$ cat src/rtl/multdiv_sequencer.sv
// ============================================================================
// multdiv_sequencer
// ----------------------------------------------------------------------------
// Control FSM for the shared iterative multiply/divide datapath. A one-cycle
// start pulse from decode latches the operation type, spends one cycle loading
// operands, runs the datapath for MULT_CYCLES or DIV_CYCLES steps, then emits a
// one-cycle result-ready pulse. A divide by zero skips the run phase and
// reports an exception alongside the ready pulse. A start seen in any state
// aborts whatever is in flight and restarts in LOAD.
//
// Ports:
//   clock           in   single clock, all state on posedge
//   reset           in   synchronous, active-high
//   ctrl_MULT       in   start-multiply pulse (wins if ctrl_DIV also set)
//   ctrl_DIV        in   start-divide pulse
//   data_operandB   in   divisor/multiplier, sampled on start for zero check
//   dp_zero_rem     in   datapath: remaining multiplier bits all zero
//   op_latch_en     out  datapath loads operand registers this cycle
//   step_en         out  datapath performs one iteration this cycle
//   step_count      out  0-based index of the current step
//   is_div          out  1 = divide in flight, 0 = multiply
//   busy            out  FSM not idle
//   stall           out  hold pipeline while loading/running
//   data_resultRDY  out  one-cycle pulse, result valid on datapath output
//   data_exception  out  valid with data_resultRDY; 1 = divide by zero
//
// Configuration macro:
//   MULTDIV_EARLY_EXIT_EN  when defined, a multiply finishes as soon as the
//                          datapath reports no remaining multiplier bits
//                          (after at least one step). When undefined,
//                          dp_zero_rem is ignored.
// ============================================================================
module multdiv_sequencer #(
    parameter int unsigned MULT_CYCLES = 16,
    parameter int unsigned DIV_CYCLES  = 32,
    parameter int unsigned CNT_W       = 6
) (
    input  logic             clock,
    input  logic             reset,
    input  logic             ctrl_MULT,
    input  logic             ctrl_DIV,
    input  logic [31:0]      data_operandB,
    input  logic             dp_zero_rem,
    output logic             op_latch_en,
    output logic             step_en,
    output logic [CNT_W-1:0] step_count,
    output logic             is_div,
    output logic             busy,
    output logic             stall,
    output logic             data_resultRDY,
    output logic             data_exception
);

    typedef enum logic [1:0] {
        S_IDLE,
        S_LOAD,
        S_RUN,
        S_DONE
    } state_t;

    localparam logic [CNT_W-1:0] L_MULT_LAST = CNT_W'(MULT_CYCLES - 1);
    localparam logic [CNT_W-1:0] L_DIV_LAST  = CNT_W'(DIV_CYCLES - 1);

    state_t           r_state;
    state_t           w_next_state;
    logic [CNT_W-1:0] r_step_count;
    logic             r_is_div;
    logic             r_div0;

    logic             w_start;
    logic             w_start_div;
    logic             w_last_step;
    logic             w_early_exit;

`ifdef MULTDIV_EARLY_EXIT_EN
    // Only multiplies can finish early, and only once a step has been taken.
    assign w_early_exit = ~r_is_div & dp_zero_rem & (r_step_count != '0);
`else
    logic w_unused_zero_rem;
    assign w_unused_zero_rem = dp_zero_rem;
    assign w_early_exit      = 1'b0;
`endif

    assign w_start     = ctrl_MULT | ctrl_DIV;
    assign w_start_div = ctrl_DIV & ~ctrl_MULT;
    assign w_last_step = (r_step_count == (r_is_div ? L_DIV_LAST : L_MULT_LAST));

    // Next-state: a start pulse overrides every state, including DONE.
    always_comb begin
        w_next_state = r_state;
        if (w_start) begin
            w_next_state = S_LOAD;
        end else begin
            case (r_state)
                S_IDLE:  w_next_state = S_IDLE;
                S_LOAD:  w_next_state = r_div0 ? S_DONE : S_RUN;
                S_RUN:   w_next_state = (w_last_step || w_early_exit) ? S_DONE : S_RUN;
                S_DONE:  w_next_state = S_IDLE;
                default: w_next_state = S_IDLE;
            endcase
        end
    end

    // Outputs are a function of the current state only.
    always_comb begin
        op_latch_en    = 1'b0;
        step_en        = 1'b0;
        stall          = 1'b0;
        data_resultRDY = 1'b0;
        data_exception = 1'b0;
        busy           = (r_state != S_IDLE);
        step_count     = busy ? r_step_count : '0;
        is_div         = busy & r_is_div;
        case (r_state)
            S_LOAD: begin
                op_latch_en = 1'b1;
                stall       = 1'b1;
            end
            S_RUN: begin
                step_en = 1'b1;
                stall   = 1'b1;
            end
            S_DONE: begin
                data_resultRDY = 1'b1;
                data_exception = r_div0;
            end
            default: ;
        endcase
    end

    always_ff @(posedge clock) begin
        if (reset) begin
            r_state      <= S_IDLE;
            r_step_count <= '0;
            r_is_div     <= 1'b0;
            r_div0       <= 1'b0;
        end else begin
            r_state <= w_next_state;
            if (w_start) begin
                r_is_div     <= w_start_div;
                r_div0       <= w_start_div & (data_operandB == '0);
                r_step_count <= '0;
            end else if (r_state == S_RUN && w_next_state == S_RUN) begin
                // Counter holds on the final step so DONE still reports it.
                r_step_count <= r_step_count + CNT_W'(1);
            end
        end
    end

endmodule

$ cat config.mk
export PLATFORM = sky130hd
export DESIGN_NAME = multdiv_sequencer
export DESIGN_NICKNAME = d
export VERILOG_FILES = /design/src/rtl/multdiv_sequencer.sv
export SDC_FILE = /design/constraint.sdc
export NUM_CORES = 1
export LEC_CHECK = 0
export BUFFER_PORTS_ARGS = -buffer_cell sky130_fd_sc_hd__buf_2
export CORE_MARGIN = 2
export CORE_UTILIZATION = 38
export CTS_CLUSTER_DIAMETER = 200
export CTS_CLUSTER_SIZE = 25
export DETAILED_ROUTE_END_ITERATION = 16
export GPL_ROUTABILITY_DRIVEN = 0
export PLACE_DENSITY = 0.77
export SLEW_MARGIN = 20
export SYNTH_ARGS = -nofsm -noshare
export SYNTH_HDL_FRONTEND = slang
export SYNTH_SLANG_ARGS = --single-unit
$ cat constraint.sdc
create_clock -name clock -period 1.9 [get_ports clock]
set_input_delay 0.19 -clock clock [delete_from_list [all_inputs] [get_ports clock]]
set_output_delay 0.19 -clock clock [all_outputs]
set_load 0.05 [all_outputs]
* Word level (Yosys, flattened, before mapping)
Cells that the tools add are included.
Cells by class: add/sub/neg operators 1, equal/unequal tests 5, mux-type cells 11, bitwise operators 5, reductions and logical operators 7
Operators with widths (count):
- zero test 32 bit | 1
- 2-to-1 mux 1 bit | 7
- adder 6 x 1 -> 6 bit, second input constant | 1
- == test 2 bit, second input constant | 3
- == test 6 x 5 -> 1 bit | 1
- 2-to-1 mux 6 bit | 1
- case mux 2 bit (3 select lines) | 1
- OR reduction 2 bit | 3
- 2-to-1 mux 5 bit | 1
- AND 1 bit | 3
- == test 2 x 1 -> 1 bit, second input constant | 1
- zero test 2 bit | 1
- 2-to-1 mux 2 bit | 1
- nonzero test 2 bit | 1
- logical AND 1 bit | 1
- inverter 1 bit | 1
- bitwise OR 1 bit | 1
Storage, ports and cells: flip-flop bits (word level) 10, input bits 37, output and inout port bits 13, word-level logic and storage cells 33

* Logic depth before layout (Yosys ltp)
Gate-level depths: netlist of the first run.
word-level depth 7, depth in mapped cells 6

* Worst setup path before layout of the first run
Ideal clock, no wire load.
path kind flip-flop to flip-flop, start point reg r_state[1], end point reg r_step_count[3], library setup time 0.060 ns, arrival time 1.758 ns, required time 1.840 ns, setup slack 0.082 ns, cell stages (with the launch flop) 7, period minus slack after synthesis 1.818 ns, cell sequence dfxtp_1 inv_1 ha_1 a211oi_2 nand3_1 or4_1 nand2_1
Between the ends: longest elaborated chain between the ends 6, elaborated cells on any way between the ends 9, classes of those cells eq/ne: 4; mux: 2; reduce/logical: 3
RTL lines:
- start, declared | RTL line 64 | state_t r_state;
- start signal, assigned | RTL line 138 | r_state <= w_next_state;
- == test 2 bit or zero test 2 bit (tied branches) | RTL line 94 | case (r_state)
- OR reduction 2 bit (no line)
- case mux 2 bit (3 select lines) | RTL line 94
- 2-to-1 mux 2 bit | RTL line 91 | if (w_start) begin
- == test 2 bit | RTL line 143 | end else if (r_state == S_RUN && w_next_state == S_RUN) begin
- logical AND 1 bit * | RTL line 143
- end signal, assigned | RTL line 145 | r_step_count <= r_step_count + CNT_W'(1);
- end, declared | RTL line 66 | logic [CNT_W-1:0] r_step_count;
Mark *: on every way between the ends. The rest lies on a longest branch, timed or not. A chain may end at the register's enable or synchronous reset.

* Worst setup path in the final report of the first run
Ends and elaborated chain as after synthesis.

==> results.py, run 1 <==
metrics = {
    "synth": {
        "ys_seq_elements": 10,
        "yosys_warnings": 0,
        "synth_edf_count": 0,
        "synthDistinctLibCells": 27,
        "synth_nets": 124,
        "syn_area_per_cell_um2": 8.057,
        "yosys-top-cells-count": "dfxtp_1, nand2_1, nor4_1",
        "yosysSeqAreaShare_pct": 30.30,
        "netlist_instances": 82,
        "synth_top_area_share_pct": 30.30,
        "yosys.cell_count.top_type": "dfxtp_1",
        "yosys.area.top_type": "dfxtp_1",
        "synthFlopType": "dfxtp_1",
        "synthArstFlopShare_pct": 0,
        "synth_area_leaders": "dfxtp_1, ha_1, nor4_1",
        "netlist_area_um2": 660.6,
    },
    "sta": {
        "fmax_mhz": 580.9,
        "worst_pin_slew_ns": 0.5315,
        "final_max_slew_viol_count": 0,
        "max_slew_margin_pct": 64.27,
        "skew_ns": 0.002512,
        "rsz0062_at_grt": "false",
        "tns_ns": 0,
        "finalCritPeriodShare_pct": 90.60,
        "setup_slack_ns": 0.1786,
        "setup_violations": 0,
        "fin_crit_ns": 1.721,
        "finalHoldViolCount": 0,
    },
    "critical_path": {
        "ff2ff_setup_slack_ns": 0.18,
        "required_ns": 2.11,
        "critPathCaptureType": "register",
        "worstRegToRegCells": 6,
        "worstPathArrival_ns": 1.93,
        "cp_max_fo": 6,
        "r2r-end": "r_step_count[3]",
        "startpoint_type": "register",
        "path_class": "register to register",
        "r2r_start": "r_state[1]",
    },
    "clock_network": {
        "hold_buffers": 0,
        "cts_tree": "done",
        "cts_setup_buffers": 0,
        "worstSkewPairLatency_ns": 0.26,
        "clk_path_buf_depth": 2,
        "numCtsBuffers": 3,
        "htree_levels": 1,
        "clock_sinks": 10,
        "clkTransAtPathRegs_ns": 0.06,
        "clock_tree.root_cell": "clkbuf_4",
    },
    "global_routing": {
        "busiest_layer": "met2",
        "grt_pass1_vias": 681,
        "grt_util_met1_pct": 20.14,
        "overflow": 0,
        "use_met3_pct": 4.762,
        "grt_max_degree": 9,
        "grt_pass1_wl_um": 2711,
        "grtUsageTotal_pct": 18.80,
        "antenna_found_initial": 0,
        "met2_usage_pct": 32.96,
    },
    "cells_and_area": {
        "synthToLayoutAreaGrowth_pct": 45.27,
        "drive_above_1_share_pct": 40.30,
        "nNetsFinal": 178,
        "diodes": 0,
    },
    "route": {
        "vias_per_cell": 5.444,
        "drtPass1Iterations": 5,
        "num_vias": 822,
        "wl_um": 1715,
        "drtIter0Drc": 8,
        "postRouteAntennaNets": 0,
        "post_drt_wl_per_cell_um": 11.36,
        "drc_errors": 0,
    },
    "floorplanning": {
        "start_util_pct": 39.55,
        "fp.dieW_um": 45.70,
        "io_pins": 50,
        "core_area_um2": 1670,
        "dieArea_um2": 2088,
        "rows": 15,
        "die_h_um": 45.70,
    },
    "hold_path": {
        "hold_path_end": "r_is_div",
        "hold_path_class": "input port to register",
        "min-delay-start": "reset",
        "holdPathStages": 2,
    },
    "power_and_ir_drop": {
        "p_leak_nw": 0.4700,
        "ir_drop_mv": 0.2374,
        "power_density_nw_per_um2": 482.1,
    },
    "outcome": {
        "outcome": "complete, no violations",
    },
    "placed_design": {
        "pre_cts_slack_ns": 0.1600,
        "hpwl_um": 1450,
        "port-buffer-count": 48,
    },
    "run": {
        "maxCapViolCount": 0,
    },
}
## cell families after synthesis
family          Yosys count  share of synthesized area [%]
compound gates           10                          10.04
xor+xnor                  1                          1.326
simple gates             51                          44.13
mux                       2                          3.030
buf+inv                   3                          1.704
fa+ha+maj                 5                          9.470
flops                    10                          30.30
## cells in the final DEF, fill, tap and decap left out, drive strengths merged, types with 3 or more instances in the layout
cell type	synthesis	routed
nor2	6	6
buf	0	49
nor4	9	9
nand3	3	3
clkbuf	0	3
nand2	8	8
a21oi	3	3
dfxtp	10	10
nor3	3	3
inv	3	3
nor2b	7	7
nand4	3	3
ha	5	5
and2	4	4
## through the flow
step | hold slack, ns | util (%) | cell area, um2 | total power [W] | cells
floorplan | 0.2591 | - | 660.6 | 0.0002693 | 82
global route | 0.1468 | 57.45 | 959.7 | 0.0004854 | 151
finish | 0.1427 | 57.45 | 959.7 | 0.0004626 | 151
CTS | 0.1358 | 57.00 | 952.2 | 0.0004677 | 151
global placement | 0.4208 | 55.66 | 929.6 | 0.0003184 | 148
detailed placement | 0.4186 | 55.66 | 929.6 | 0.0003206 | 148
## worst max-delay path by stage
| stage | startpoint | end | cells past startpoint |
|---|---|---|---|
| 3_3_place_gp | r_state[1] | r_step_count[3] | 6 |
| 3_5_place_dp | r_state[1] | r_step_count[4] | 6 |
| 4_1_cts | r_state[1] | r_step_count[3] | 6 |
| 2_1_floorplan | r_state[1] | r_step_count[3] | 6 |
| 5_1_grt | r_state[1] | r_step_count[3] | 6 |
| 6_report | r_state[1] | r_step_count[3] | 6 |
## what timing repair did
item / 4_1_cts / 5_1_grt
endpoints found under the setup margin: 0 / 1
gates resized for setup: 0 / 1
hold endpoints to repair: 0 / 0
## flip-flops by register name (all words and copies together), names as in the netlist
name          cells
r_state           2
r_step_count      6
r_div0            1
r_is_div          1
## worst max-delay path, stage by stage, from the launching register on
cell	delay, ns
dfxtp_1	0.36
inv_1	0.07
ha_1	0.27
a211oi_4	0.36
nand3_1	0.13
or4_1	0.41
nand2_1	0.07
## power by group
group          switching (W)  leakage, nW  internal (W)  total (W)
Sequential        0.00000281       0.0811      0.000213   0.000215
Combinational      0.0000598        0.375     0.0000423   0.000102
Clock              0.0000719       0.0138     0.0000732   0.000145
## final cells by class
cell class / count / area (um2)
multi-input combinational: 69 / 456.7
sequential: 10 / 200.2
timing repair buffer: 49 / 247.7
inverter: 3 / 11.26
fill: 165 / 710.7
tap: 17 / 21.27
clock buffer: 3 / 22.52
## per-layer routing
layer	share of wire (%)	vias to the layer above	wire, um
met1	40	355	680
met2	47	48	813
li1	-	411	-
met3	10	8	179
met5	0	-	0
met4	2.4	0	41
Note: power is estimated with default switching activity, not from simulation.
==> run 2, diff against run 1 <==
--- a/config.mk
+++ b/config.mk
@@ -12,7 +12,7 @@
 export CTS_CLUSTER_SIZE = 25
 export DETAILED_ROUTE_END_ITERATION = 16
 export GPL_ROUTABILITY_DRIVEN = 0
-export PLACE_DENSITY = 0.77
+export PLACE_DENSITY = 0.75
 export SLEW_MARGIN = 20
 export SYNTH_ARGS = -nofsm -noshare
 export SYNTH_HDL_FRONTEND = slang
==> run 2 against run 1 <==
  * Register-to-register slack worse by 0.05 ns
  * Critical endpoint is now r_step_count[4]
  * Clock power barely moved
  * Via count rose by 1.1%
  * Setup slack worse by 0.050 ns
  * First-iteration DRC count increased by 88%
==> results.py, run 2 (synthesized netlist as in run 1, its figures left out) <==
metrics = {
    "clock_network": {
        "cts_setup_buffers": 0,
        "clock_tree.root_cell": "clkbuf_4",
        "clkTransAtPathRegs_ns": 0.06,
        "numCtsBuffers": 3,
        "clk_path_buf_depth": 2,
        "cts_tree": "done",
        "worstSkewPairLatency_ns": 0.26,
        "htree_levels": 1,
        "hold_buffers": 0,
        "clock_sinks": 10,
        "ctsResizeCount": 0,
    },
    "critical_path": {
        "critPathCaptureType": "register",
        "startpoint_type": "register",
        "ff2ff_setup_slack_ns": 0.13,
        "cpPeakStageDelay_ns": 0.41,
        "cp_max_fo": 6,
        "cp-endpoint": "r_step_count[4]",
        "r2r_start": "r_state[1]",
        "worstPathArrival_ns": 1.92,
        "path_class": "register to register",
        "path_buf_inv": 1,
        "worstRegToRegCells": 6,
        "cp.depth": 6,
        "crit_start": "r_state[1]",
        "cp_top_family": "compound AO/OA/AOI/OAI gates",
        "r2r-end": "r_step_count[4]",
        "cpMaxStageDelayCell": "a211oi_2",
        "path_cells": "inv_1, ha_1, a211oi_2, and4_1, mux2i_1, a21oi_1",
        "required_ns": 2.05,
    },
    "floorplanning": {
        "rows": 15,
        "core_area_um2": 1670,
        "dieArea_um2": 2088,
        "die_h_um": 45.70,
        "start_util_pct": 39.55,
        "io_pins": 50,
        "fp.dieW_um": 45.70,
    },
    "placed_design": {
        "port-buffer-count": 48,
        "hpwl_um": 1444,
        "dp.cells": 148,
    },
    "power_and_ir_drop": {
        "power_density_nw_per_um2": 481.8,
        "p_sw_share_pct": 28.68,
        "intPower_w": 0.0003272,
        "clockPowerShare_pct": 31.4,
        "ir_drop_mv": 0.3372,
        "p_comb_share_pct": 21.7,
        "p_leak_nw": 0.4691,
        "switching_power_w": 0.0001316,
        "p_seq_share_pct": 47.0,
    },
    "global_routing": {
        "grt_max_degree": 9,
        "antenna_found_initial": 0,
        "grtUsageTotal_pct": 19.27,
        "grt_pass1_vias": 703,
        "grt_pass1_wl_um": 2849,
        "overflow": 0,
    },
    "run": {
        "maxCapViolCount": 0,
    },
    "route": {
        "post_drt_wl_per_cell_um": 11.66,
        "drtIter0Drc": 15,
        "postRouteAntennaNets": 0,
        "wl_um": 1761,
        "drc_errors": 0,
        "vias_per_cell": 5.503,
        "num_vias": 831,
        "drtPass1Iterations": 4,
    },
    "sta": {
        "final_max_slew_viol_count": 0,
        "tns_ns": 0,
        "max_slew_margin_pct": 64.62,
        "rsz0062_at_grt": "false",
        "timing.hold.ws_ns": 0.1547,
        "fmax_mhz": 564.5,
        "fin_crit_ns": 1.771,
        "setup_violations": 0,
        "skew_ns": 0.005590,
        "worst_pin_slew_ns": 0.5264,
        "finalHoldViolCount": 0,
        "finalCritPeriodShare_pct": 93.23,
    },
    "cells_and_area": {
        "nNetsFinal": 178,
        "stdcell_count": 151,
        "top_register": "r_step_count",
        "reg_top3": "r_step_count: 6 flops, r_state: 2 flops",
        "diodes": 0,
        "synthToLayoutAreaGrowth_pct": 44.13,
        "final_cell_mix": "buf_2, dfxtp_1, nand2_1, nor4_1, nor2b_1",
        "largest_reg_flops": 6,
        "final_common_cell": "buf_2",
        "drive_above_1_share_pct": 40.30,
    },
    "outcome": {
        "outcome": "complete, no violations",
    },
    "hold_path": {
        "hold_path_class": "input port to register",
    },
}
[run 2: power groups by stage]
stage / Clock [W] / Sequential [W] / Combinational [W]
finish: 0.000144 / 0.000215 / 0.0000994
global route: 0.000168 / 0.000216 / 0.000107
CTS: 0.000149 / 0.000215 / 0.000100
detailed placement: 0 / 0.000220 / 0.0000999
global placement: 0 / 0.000220 / 0.0000987
floorplan: 0 / 0.000220 / 0.0000497
[run 2: area by class of cell]
| cell class | count | area, um2 |
|---|---|---|
| fill | 156 | 718.2 |
| multi-input combinational | 69 | 449.2 |
| timing repair buffer | 49 | 247.7 |
| sequential | 10 | 200.2 |
| clock buffer | 3 | 22.52 |
| tap | 17 | 21.27 |
| inverter | 3 | 11.26 |
[run 2: metal layers]
| layer | vias to the layer above | wire, um | track usage [%] |
|---|---|---|---|
| met5 | - | 0 | 0 |
| met4 | 0 | 21 | 6.286 |
| met1 | 362 | 655 | 21.05 |
| li1 | 412 | - | - |
| met3 | 4 | 202 | 7.143 |
| met2 | 53 | 882 | 34.08 |
[run 2: worst min path at each step]
stage | slack (ns) | start | to | depth (start not counted)
3_5_place_dp | 0.42 | reset | r_is_div | 2
3_3_place_gp | 0.43 | reset | r_is_div | 2
5_1_grt | 0.13 | reset | r_state[0] | 2
2_1_floorplan | 0.26 | reset | r_state[0] | 1
6_report | 0.15 | reset | r_state[0] | 2
4_1_cts | 0.15 | reset | r_is_div | 2
[run 2: metrics by stage]
step	worst slack [ns]	area, um2	util [%]	total power, W
2_1_floorplan	0.08167	660.6	-	0.0002693
3_3_place_gp	0.2306	929.6	55.66	0.0003186
3_5_place_dp	0.1447	929.6	55.66	0.0003201
5_1_grt	0.001579	952.2	57.00	0.0004915
6_report	0.1286	952.2	57.00	0.0004587
4_1_cts	0.1329	952.2	57.00	0.0004649
